===== src/rtl/mp_add_seq_if.sv =====
// Operand-in / sum-out stream bundle for the multi-precision add/subtract sequencer.
// master = the producer of operands and the consumer of sums; slave = the sequencer.
interface mp_add_seq_if;
  logic        in_valid;
  logic        in_ready;
  logic [15:0] a_word;
  logic [15:0] b_word;
  logic        sub;
  logic        cin;
  logic        out_valid;
  logic        out_ready;
  logic [15:0] sum_word;
  logic        out_last;
  logic        cout;
  logic        ovf;

  modport master (
    output in_valid, a_word, b_word, sub, cin, out_ready,
    input  in_ready, out_valid, sum_word, out_last, cout, ovf
  );

  modport slave (
    input  in_valid, a_word, b_word, sub, cin, out_ready,
    output in_ready, out_valid, sum_word, out_last, cout, ovf
  );
endinterface


===== src/rtl/mp_add_seq.sv =====
// Multi-precision add/subtract sequencer: streams NWORDS 16-bit operand pairs
// (LSW first) through one 16-bit carry-select adder, chaining the carry through
// a register and emitting one registered sum word per accepted pair.

// 16-bit carry-select adder: 4-bit blocks precompute both carry-in cases.
module csea16 (
  input  logic [15:0] a,
  input  logic [15:0] b,
  input  logic        cin,
  output logic [15:0] sum,
  output logic        cout
);
  logic [4:0] r0 [4];
  logic [4:0] r1 [4];

  genvar gi;
  generate
    for (gi = 0; gi < 4; gi++) begin : gen_blk
      assign r0[gi] = {1'b0, a[4*gi +: 4]} + {1'b0, b[4*gi +: 4]};
      assign r1[gi] = {1'b0, a[4*gi +: 4]} + {1'b0, b[4*gi +: 4]} + 5'd1;
    end
  endgenerate

  // Carry ripples only through the select muxes, not through the block adders.
  always_comb begin
    logic c;
    c   = cin;
    sum = '0;
    for (int i = 0; i < 4; i++) begin
      sum[4*i +: 4] = c ? r1[i][3:0] : r0[i][3:0];
      c             = c ? r1[i][4]   : r0[i][4];
    end
    cout = c;
  end
endmodule

module mp_add_seq #(
  parameter int NWORDS = 4
) (
  input  logic          clk,
  input  logic          reset_n,
  mp_add_seq_if.slave   bus
);
  localparam int CW = (NWORDS > 1) ? $clog2(NWORDS) : 1;
  localparam logic [CW-1:0] LAST_IDX = CW'(NWORDS - 1);

  // Word counter doubles as the sequencer state: zero means no transaction open.
  localparam logic [0:0] ST_IDLE = 1'b0;
  localparam logic [0:0] ST_BUSY = 1'b1;

  logic [CW-1:0] count_reg;
  logic          carry_reg;
  logic          mode_reg;
  logic          out_valid_reg;
  logic [15:0]   sum_reg;
  logic          last_reg;
  logic          cout_reg;
  logic          ovf_reg;

  logic [0:0]    state;
  logic          accept;
  logic          is_last;
  logic          mode_eff;
  logic          carry_in;
  logic [15:0]   b_eff;
  logic [15:0]   add_sum;
  logic          add_cout;
  logic          add_ovf;
  logic [CW-1:0] count_next;

  assign state = (count_reg == '0) ? ST_IDLE : ST_BUSY;

  // Single output register: a new word may enter whenever the held one leaves.
  assign bus.in_ready = !out_valid_reg || bus.out_ready;
  assign accept       = bus.in_valid && bus.in_ready;
  assign is_last      = (count_reg == LAST_IDX);

  // The first word of a transaction takes mode and carry from the live inputs.
  assign mode_eff = (state == ST_IDLE) ? bus.sub : mode_reg;
  assign carry_in = (state == ST_IDLE) ? (bus.sub | bus.cin) : carry_reg;
  assign b_eff    = mode_eff ? ~bus.b_word : bus.b_word;

  csea16 u_adder (
    .a    (bus.a_word),
    .b    (b_eff),
    .cin  (carry_in),
    .sum  (add_sum),
    .cout (add_cout)
  );

  assign add_ovf    = (bus.a_word[15] == b_eff[15]) && (add_sum[15] != bus.a_word[15]);
  assign count_next = is_last ? '0 : count_reg + CW'(1);

  // Sequencer state and output register update on accept / transfer.
  always_ff @(posedge clk or negedge reset_n) begin
    if (!reset_n) begin
      count_reg     <= '0;
      carry_reg     <= 1'b0;
      mode_reg      <= 1'b0;
      out_valid_reg <= 1'b0;
      sum_reg       <= '0;
      last_reg      <= 1'b0;
      cout_reg      <= 1'b0;
      ovf_reg       <= 1'b0;
    end else if (accept) begin
      count_reg     <= count_next;
      carry_reg     <= add_cout;
      if (state == ST_IDLE) begin
        mode_reg <= bus.sub;
      end
      out_valid_reg <= 1'b1;
      sum_reg       <= add_sum;
      last_reg      <= is_last;
      cout_reg      <= is_last && add_cout;
      ovf_reg       <= is_last && add_ovf;
    end else if (out_valid_reg && bus.out_ready) begin
      out_valid_reg <= 1'b0;
    end
  end

  assign bus.out_valid = out_valid_reg;
  assign bus.sum_word  = sum_reg;
  assign bus.out_last  = last_reg;
  assign bus.cout      = cout_reg;
  assign bus.ovf       = ovf_reg;
endmodule


===== src/flat_wrapper.sv =====
// flat-port wrapper written by rule: the top's interface ports become plain ports
module mp_add_seq_flat 
#(
  parameter int NWORDS = 4
)
  (clk, reset_n, bus_in_valid, bus_a_word, bus_b_word, bus_sub, bus_cin, bus_out_ready, bus_in_ready, bus_out_valid, bus_sum_word, bus_out_last, bus_cout, bus_ovf);
  mp_add_seq_if bus_i ();
  input  logic clk;
  input  logic reset_n;
  input wire logic [$bits(bus_i.in_valid)-1:0] bus_in_valid;
  input wire logic [$bits(bus_i.a_word)-1:0] bus_a_word;
  input wire logic [$bits(bus_i.b_word)-1:0] bus_b_word;
  input wire logic [$bits(bus_i.sub)-1:0] bus_sub;
  input wire logic [$bits(bus_i.cin)-1:0] bus_cin;
  input wire logic [$bits(bus_i.out_ready)-1:0] bus_out_ready;
  output wire logic [$bits(bus_i.in_ready)-1:0] bus_in_ready;
  output wire logic [$bits(bus_i.out_valid)-1:0] bus_out_valid;
  output wire logic [$bits(bus_i.sum_word)-1:0] bus_sum_word;
  output wire logic [$bits(bus_i.out_last)-1:0] bus_out_last;
  output wire logic [$bits(bus_i.cout)-1:0] bus_cout;
  output wire logic [$bits(bus_i.ovf)-1:0] bus_ovf;
  assign bus_i.in_valid = bus_in_valid;
  assign bus_i.a_word = bus_a_word;
  assign bus_i.b_word = bus_b_word;
  assign bus_i.sub = bus_sub;
  assign bus_i.cin = bus_cin;
  assign bus_i.out_ready = bus_out_ready;
  assign bus_in_ready = bus_i.in_ready;
  assign bus_out_valid = bus_i.out_valid;
  assign bus_sum_word = bus_i.sum_word;
  assign bus_out_last = bus_i.out_last;
  assign bus_cout = bus_i.cout;
  assign bus_ovf = bus_i.ovf;
  mp_add_seq #(.NWORDS(NWORDS)) u_core (.clk(clk), .reset_n(reset_n), .bus(bus_i));
endmodule

===== config.mk =====
export PLATFORM = sky130hd
export DESIGN_NAME = mp_add_seq_flat
export DESIGN_NICKNAME = d
export VERILOG_FILES = /design/src/rtl/mp_add_seq_if.sv /design/src/rtl/mp_add_seq.sv /design/src/flat_wrapper.sv
export SDC_FILE = /design/constraint.sdc
export NUM_CORES = 1
export LEC_CHECK = 0
export ABC_AREA = 0
export CORE_ASPECT_RATIO = 0.75
export CORE_UTILIZATION = 37
export DETAILED_ROUTE_END_ITERATION = 12
export GPL_TIMING_DRIVEN = 0
export PLACE_DENSITY_LB_ADDON = 0.1
export SLEW_MARGIN = 20
export SYNTH_ARGS = -nofsm -noshare
export SYNTH_HDL_FRONTEND = slang
export SYNTH_SLANG_ARGS = --single-unit

===== constraint.sdc =====
create_clock -name clk -period 4.9 [get_ports clk]
set_input_delay 1.225 -clock clk [delete_from_list [all_inputs] [get_ports clk]]
set_output_delay 1.225 -clock clk [all_outputs]
set_load 0.005 [all_outputs]

==> results of run 1 <==
==> through the flow <==
stage | TNS (ps) | setup slack, ps
finish | 0 | 196
detailed placement | -10010 | -1010
CTS | 0 | 6.10
global route | -18.6 | -18.6
global placement | -10170 | -1030
floorplan | 0 | 99.5
==> timing repair <==
item	4_1_cts	5_1_grt
pin swaps	0	2
hold buffers	0	0
resized for setup	5	6
endpoints found under the hold margin	0	0
cloned	0	0
setup endpoints to repair	13	8
buffers inserted	1	4
==> per-layer routing <==
| layer | share of wire (%) | vias up | GRT usage [%] |
|---|---|---|---|
| met5 | 0 | - | 0 |
| met4 | 0.70 | 0 | 4.30 |
| met3 | 3.7 | 2 | 2.12 |
| met2 | 47 | 41 | 28.2 |
| met1 | 48 | 750 | 22.1 |
| li1 | - | 876 | - |
==> logic make-up (layout without fill, tap and decap cells) <==
kind of cell	after synthesis	after routing	share of synthesized area (%)
buffers and inverters	23	90	4.22
adder cells (fa/ha/maj)	26	26	17.4
flip-flops	24	24	29.4
AO/OA/AOI/OAI	41	41	12.7
multiplexers	5	5	3.12
XOR/XNOR	39	39	17.4
AND/OR/NAND/NOR	61	61	15.8
==> worst reg2reg max path: cells and delay by family (launching register included) <==
kind	cells	cell delay, ps
multiplexers	4	1260
adder cells (fa/ha/maj)	4	1180
AO/OA/AOI/OAI	2	420
buffers and inverters	4	410
flip-flops	1	410
AND/OR/NAND/NOR	1	220
XOR/XNOR	2	200
==> final cells by class <==
| cell class | instances | area, µm² |
|---|---|---|
| sequential | 24 | 601 |
| timing repair buffer | 63 | 613 |
| clock buffer | 3 | 41.3 |
| buffer | 5 | 40.0 |
| tap | 75 | 93.8 |
| clock inverter | 1 | 30.0 |
| multi-input combinational | 172 | 1440 |
| fill | 508 | 2400 |
| inverter | 18 | 67.6 |
==> report_power, final <==
part / internal (W) / leakage, nW / switching [W]
logic: 0.000713 / 0.904 / 0.000687
clock network: 0.000109 / 0.0357 / 0.0000669
registers: 0.000286 / 0.297 / 0.0000514
total: 0.00111 / 1.24 / 0.000806
==> final timing paths <==
| path | start | end | slack (ps) |
|---|---|---|---|
| max | bus_sub | u_core.bus.sum_word[15] | 200 |
| min | u_core.bus.sum_word[2] | u_core.bus.sum_word[2] | 480 |
| max reg2reg | u_core.count_reg[0] | u_core.bus.sum_word[15] | 690 |
| min reg2reg | u_core.bus.sum_word[2] | u_core.bus.sum_word[2] | 480 |
| max in group asynchronous | reset_n | u_core.bus.sum_word[5] | 3610 |
| min in group asynchronous | reset_n | u_core.bus.out_valid | 930 |
==> cell usage in the layout (no fill, tap or decap), types with 6 or more instances in the layout <==
| cell type | synthesis | routed |
|---|---|---|
| dfrtp_1 | 24 | 24 |
| xnor2_1 | 30 | 30 |
| ha_1 | 22 | 22 |
| nand2_1 | 31 | 31 |
| inv_1 | 18 | 18 |
| xor2_1 | 7 | 6 |
| a21oi_1 | 7 | 7 |
| o21ai_0 | 21 | 21 |
| clkdlybuf4s50_1 | 0 | 57 |
==> Implementation_results.wiki, run 1 <==
{| class="wikitable"
! Metric !! Value
|-
| Period Utilization, post-route || around 96%
|-
| Core outline area || 0.00532 mm²
|-
| Number of global-route vias before repair || 1587
|-
| Number of nets produced by synthesis || 283
|-
| Post-synth EDFFs || 0
|-
| Number of instances on the worst hold path || 2
|-
| DRT Pass-1 Iters || 5
|-
| TritonCTS Buffers || 3
|-
| Slew margin rel. || 59.7%
|-
| Maximum number of pins on one net before global-route repair || 25
|-
| Global-route wire length before repair || 7.39 mm
|-
| Number of buffers and inverters on the critical path || 4
|-
| Data arrival at the endpoint of the critical path || around 5000 ps
|-
| Type of the most critical hold path || register to register
|-
| Layout overhead on the synthesized area || 42.9%
|-
| Result of the run || finished clean
|-
| Asr flop ratio synth || 100%
|-
| Drc violations || 0
|-
| Latest clock arrival within the worst-skew pair || 270 ps
|-
| Final hold slack || 481 ps
|-
| Count of warnings emitted by yosys || 0
|-
| Area enclosed by the die boundary || a little under 0.006 mm²
|-
| Share of the synthesized area in the top cell type || 29.4%
|-
| Antenna violations before repair || 0
|-
| Synthesis-stage register bit count || 24
|-
| TritonCTS clock tree || yes
|-
| Data required time of the critical path || 5060 ps
|-
| Via count normalized by instance count || roughly 4.6
|-
| Shortest clock period the worst path allows after layout || 4700 ps
|-
| Final Non-Filler Cells || 361
|-
| Ratio of cells with drive above 1 in the final layout || 7.69%
|-
| Overflow after GRT || 0
|-
| Family with the most delay on the worst path || multiplexers
|-
| Final number of setup-violating endpoints || 0
|-
| DRT antenna net count || 0
|-
| Final Hold Violating Endpoints || 0
|-
| Sequential fraction of the synthesis area || 29.4%
|-
| Die H || around 66 µm
|-
| Launching element type of the critical path || primary input
|-
| Fmax achieved || 213 MHz
|-
| Distinct cells, synth || 37
|-
| Total Power Consumption || 0.00191 W
|-
| Top cell by count, worst path || mux2i_4
|-
| Maximum resistive drop on vdd || 0.217 mV
|-
| Initial standard-cell utilization of the core || 38.4%
|-
| Highest-delay cell along the critical path || fa_1
|-
| Mean routed wirelength per cell || 12.3 µm
|-
| HPWL after DPL || ~3.5 mm
|-
| Worst Reg2Reg Path Length in Cells || 17
|-
| Top post-synthesis cells by area || dfrtp_1, ha_1, xnor2_1
|-
| Number of port buffers || slightly below 60
|-
| Critical-path maximum fanout || 4
|-
| Commonest cells post-synth || nand2_1, xnor2_1, dfrtp_1
|-
| Max FFs per register || 16
|-
| Pwr dens || 655 mW/mm²
|-
| Detailed-route wire length || between 4 and 5 mm
|-
| Area after DPL || 0.00272 mm²
|-
| Number of cells after detailed placement || 352
|-
| Placer congestion estimate || 0.718
|-
| Total vias in the final route || 1669
|-
| Worst-Margin Slew || 605 ps
|-
| Sinks on the clock net || 24
|-
| P_leak || 1.24 nW
|-
| Crit Path Class || primary input to register
|-
| Stage delay of the slowest cell on the critical path || 480 ps
|-
| Share of the core filled with cells || 54.9%
|-
| Critical path, cell by cell || clkdlybuf4s50_1, mux2i_4, clkbuf_16, xnor2_1, ha_1, inv_1, fa_1, inv_1, ha_1, o2111ai_4, a2111oi_4, nand4bb_4, mux2i_4, mux2i_4, xnor2_1, mux2_2
|-
| Cell with the most instances after synthesis || nand2_1
|-
| Core Rows || 23
|-
| Kind of capture point of the worst setup path || register
|-
| Count of inserted antenna diode cells || 0
|-
| Synthesized instance count || 219
|-
| Cell count along the critical path || 16
|-
| H-tree depth || 1
|-
| DIE WIDTH || 87.9 µm
|-
| Clock Skews || 1.18 ps
|-
| Main synth FF type || dfrtp_1
|-
| Number of I/O pins || 59
|-
| Starting DRT DRC Count || 47
|-
| Net count of the finished layout || 351
|-
| Clk slew on worst S/H paths || around 90 ps
|-
| Deepest clock path buffer count || 2
|-
| All-layer global routing usage || 16.6%
|-
| Cell taking the most area after synthesis || dfrtp_1
|-
| Final-report max-slew violation count || 0
|-
| Post-Synthesis Cell Area || 0.00205 mm²
|-
| Max Cap Viol || 0
|-
| Mean instance size in the synthesized netlist || 9.34 µm²
|-
| Final std cell area, no fill || roughly 0.003 mm²
|-
| CTS root buf || clkbuf_8
|}
Note: power is estimated with default switching activity, not from simulation.
==> run 2: changes to the inputs <==
--- a/config.mk
+++ b/config.mk
@@ -5,11 +5,11 @@
 export SDC_FILE = /design/constraint.sdc
 export NUM_CORES = 1
 export LEC_CHECK = 0
-export ABC_AREA = 0
 export CORE_ASPECT_RATIO = 0.75
 export CORE_UTILIZATION = 37
 export DETAILED_ROUTE_END_ITERATION = 12
 export GPL_TIMING_DRIVEN = 0
+export MAX_ROUTING_LAYER = met4
 export PLACE_DENSITY_LB_ADDON = 0.1
 export SLEW_MARGIN = 20
 export SYNTH_ARGS = -nofsm -noshare
==> run 2 against run 1 <==
  * Clock power is essentially flat
  * Routed wire length grew 0.36%
  * Utilization is the same
  * Via count is essentially flat
  * Hold slack is essentially flat
  * Power is essentially flat
  * Sequential power is essentially flat
  * Clock skew grew 0.57 ps
  * Clock-buffer cell count is the same
  * First-iteration DRC count grew 13%
  * Largest cell class unchanged
  * Highest routed layer unchanged
==> Implementation_results.wiki, run 2 (same netlist as run 1, synthesis figures left out) <==
{| class="wikitable"
! Metric !! Value
|-
| Result of the run || finished clean
|-
| Via count normalized by instance count || ~4.6
|-
| Period Utilization, post-route || 96.0%
|-
| Placer congestion estimate || about 0.73
|-
| Worst-Margin Slew || 605 ps
|-
| Sinks on the clock net || 24
|-
| Drc violations || 0
|-
| Core outline area || 0.00532 mm²
|-
| Setup TNS Final || 0 ps
|-
| Ratio of cells with drive above 1 in the final layout || 7.69%
|-
| Die H || 66.4 µm
|-
| TritonCTS Buffers || 3
|-
| Most common cell after layout, fill and taps aside || clkdlybuf4s50_1
|-
| Switch share || a little over two fifths
|-
| Crit Path Class || primary input to register
|-
| Core Rows || 23
|-
| Top cell by count, worst path || mux2i_4
|-
| Maximum resistive drop on vdd || around 0.22 mV
|-
| DRT antenna net count || 0
|-
| Number of I/O pins || 59
|-
| Type of the most critical hold path || register to register
|-
| Net count of the finished layout || 351
|-
| P_leak || between 1 and 1.5 nW
|-
| Data required time of the critical path || about 5100 ps
|-
| Stage delay of the slowest cell on the critical path || 480 ps
|-
| Area enclosed by the die boundary || 0.00583 mm²
|-
| Count of inserted antenna diode cells || 0
|-
| Cell count along the critical path || 16
|-
| Critical path, cell by cell || clkdlybuf4s50_1, mux2i_4, clkbuf_16, xnor2_1, ha_1, inv_1, fa_1, inv_1, ha_1, o2111ai_4, a2111oi_4, nand4bb_4, mux2i_4, mux2i_4, xnor2_1, mux2_2
|-
| Overflow after GRT || 0
|-
| Antenna violations before repair || 0
|-
| Data arrival at the endpoint of the critical path || just under 5000 ps
|-
| Final Hold Violating Endpoints || 0
|-
| Global-route wire length before repair || 7.40 mm
|-
| CTS root buf || clkbuf_8
|-
| Initial standard-cell utilization of the core || 38.4%
|-
| Share of power burned in registers || about 18%
|-
| Clk slew on worst S/H paths || 90 ps
|-
| Clock power frac || a little under a tenth
|-
| Total vias in the final route || ~1700
|-
| Max FFs per register || 16
|-
| Deepest clock path buffer count || 2
|-
| Proportion of power drawn by combinational gates || 73.1%
|-
| DRT Pass-1 Iters || 4
|-
| Max Cap Viol || 0
|-
| Cell internal pwr || 0.00111 W
|-
| Launching element type of the critical path || primary input
|-
| Number of port buffers || 58
|-
| Kind of capture point of the worst setup path || register
|-
| Mean routed wirelength per cell || ~12 µm
|-
| Fmax achieved || 213 MHz
|-
| Detailed-route wire length || 4.46 mm
|-
| Highest-delay cell along the critical path || fa_1
|-
| Final number of setup-violating endpoints || 0
|-
| Most used cells in the layout excluding fill and tap cells || clkdlybuf4s50_1, nand2_1, xnor2_1
|-
| Critical-path maximum fanout || 4
|-
| Power dissipated by switching net loads || 0.000806 W
|-
| Number of instances on the worst hold path || 2
|-
| Slew margin rel. || 59.7%
|-
| Clock Skews || 1.75 ps
|-
| TritonCTS clock tree || yes
|-
| HPWL after DPL || 3.50 mm
|-
| Final-report max-slew violation count || 0
|-
| Post-CTS Hold Buffers || 0
|-
| Layout overhead on the synthesized area || 42.9%
|-
| Shortest clock period the worst path allows after layout || 4700 ps
|-
| Maximum number of pins on one net before global-route repair || 25
|-
| Pwr dens || 655 mW/mm²
|-
| Latest clock arrival within the worst-skew pair || 270 ps
|-
| Family with the most delay on the worst path || multiplexers
|-
| Number of buffers and inverters on the critical path || 4
|-
| DIE WIDTH || between 80 and 90 µm
|-
| Starting DRT DRC Count || 53
|-
| All-layer global routing usage || 17.0%
|-
| Total Power Consumption || 0.00191 W
|-
| Number of global-route vias before repair || 1585
|-
| H-tree depth || 1
|-
| Worst Reg2Reg Path Length in Cells || 17
|}
-- run 2: cell counts in the layout (fill, tap and decap cells not counted) --
No cell type changed its count.
-- run 2: power by group through the flow --
stage          combinational, W  clock, W  sequential, W
2_1_floorplan          0.000922         0       0.000340
3_3_place_gp            0.00127         0       0.000341
3_5_place_dp            0.00129         0       0.000343
4_1_cts                 0.00133  0.000184       0.000340
5_1_grt                 0.00157  0.000187       0.000350
6_report                0.00140  0.000176       0.000338
-- run 2: path summary, 6_finish.rpt --
path,from,endpoint,slack (ps)
min in group asynchronous,reset_n,u_core.bus.out_valid,940
min,u_core.bus.sum_word[2],u_core.bus.sum_word[2],480
max,bus_sub,u_core.bus.sum_word[15],200
min reg2reg,u_core.bus.sum_word[2],u_core.bus.sum_word[2],480
max in group asynchronous,reset_n,u_core.bus.sum_word[5],3590
max reg2reg,u_core.count_reg[0],u_core.bus.sum_word[15],690
-- run 2: tightest hold or removal path, cell delays in order (launching register included) --
cell	delay, ps
dfrtp_1	350
nand2_1	40
o21ai_0	60
-- run 2: timing repair --
item / in CTS / in global routing
setup endpoints to repair: 13 / 8
pin swaps: 0 / 2
setup buffers: 1 / 4
resized for setup: 5 / 6
-- run 2: through the flow --
step           instance area [µm²]  hold slack (ps)  setup slack, ps  std cells  util [%]
6_report                      2920              480              196        361      54.9
5_1_grt                       2920              508            -18.5        361      54.9
4_1_cts                       2830              487             6.10        357      53.2
3_5_place_dp                  2720              463            -1010        352      51.1
3_3_place_gp                  2730              466            -1030        352      51.2
2_1_floorplan                 2050              469             99.5        219         -
-- run 2: routing by layer --
metal,part of all wire (%),vias to the layer above,GRT usage (%),wire length [µm]
met5,0,-,-,0
met1,48,751,22.1,2160
met3,3.7,2,2.12,164
met2,47,41,28.3,2100
met4,0.69,0,4.30,31
li1,-,876,-,-
-- run 2: area by class of cell --
class,instances,area (µm²)
Clock buffer,3,41.3
Buffer,5,40.0
Timing Repair Buffer,63,613
Clock inverter,1,30.0
Inverter,18,67.6
Sequential cell,24,601
Fill cell,508,2400
Tap cell,75,93.8
Multi-Input combinational cell,172,1440
==> run 3: changes to the inputs <==
--- a/config.mk
+++ b/config.mk
@@ -5,6 +5,7 @@
 export SDC_FILE = /design/constraint.sdc
 export NUM_CORES = 1
 export LEC_CHECK = 0
+export CAP_MARGIN = 25
 export CORE_ASPECT_RATIO = 0.75
 export CORE_UTILIZATION = 37
 export DETAILED_ROUTE_END_ITERATION = 12
==> results of run 3 <==
Final layout, timing and power as in run 2 (identical DEF).
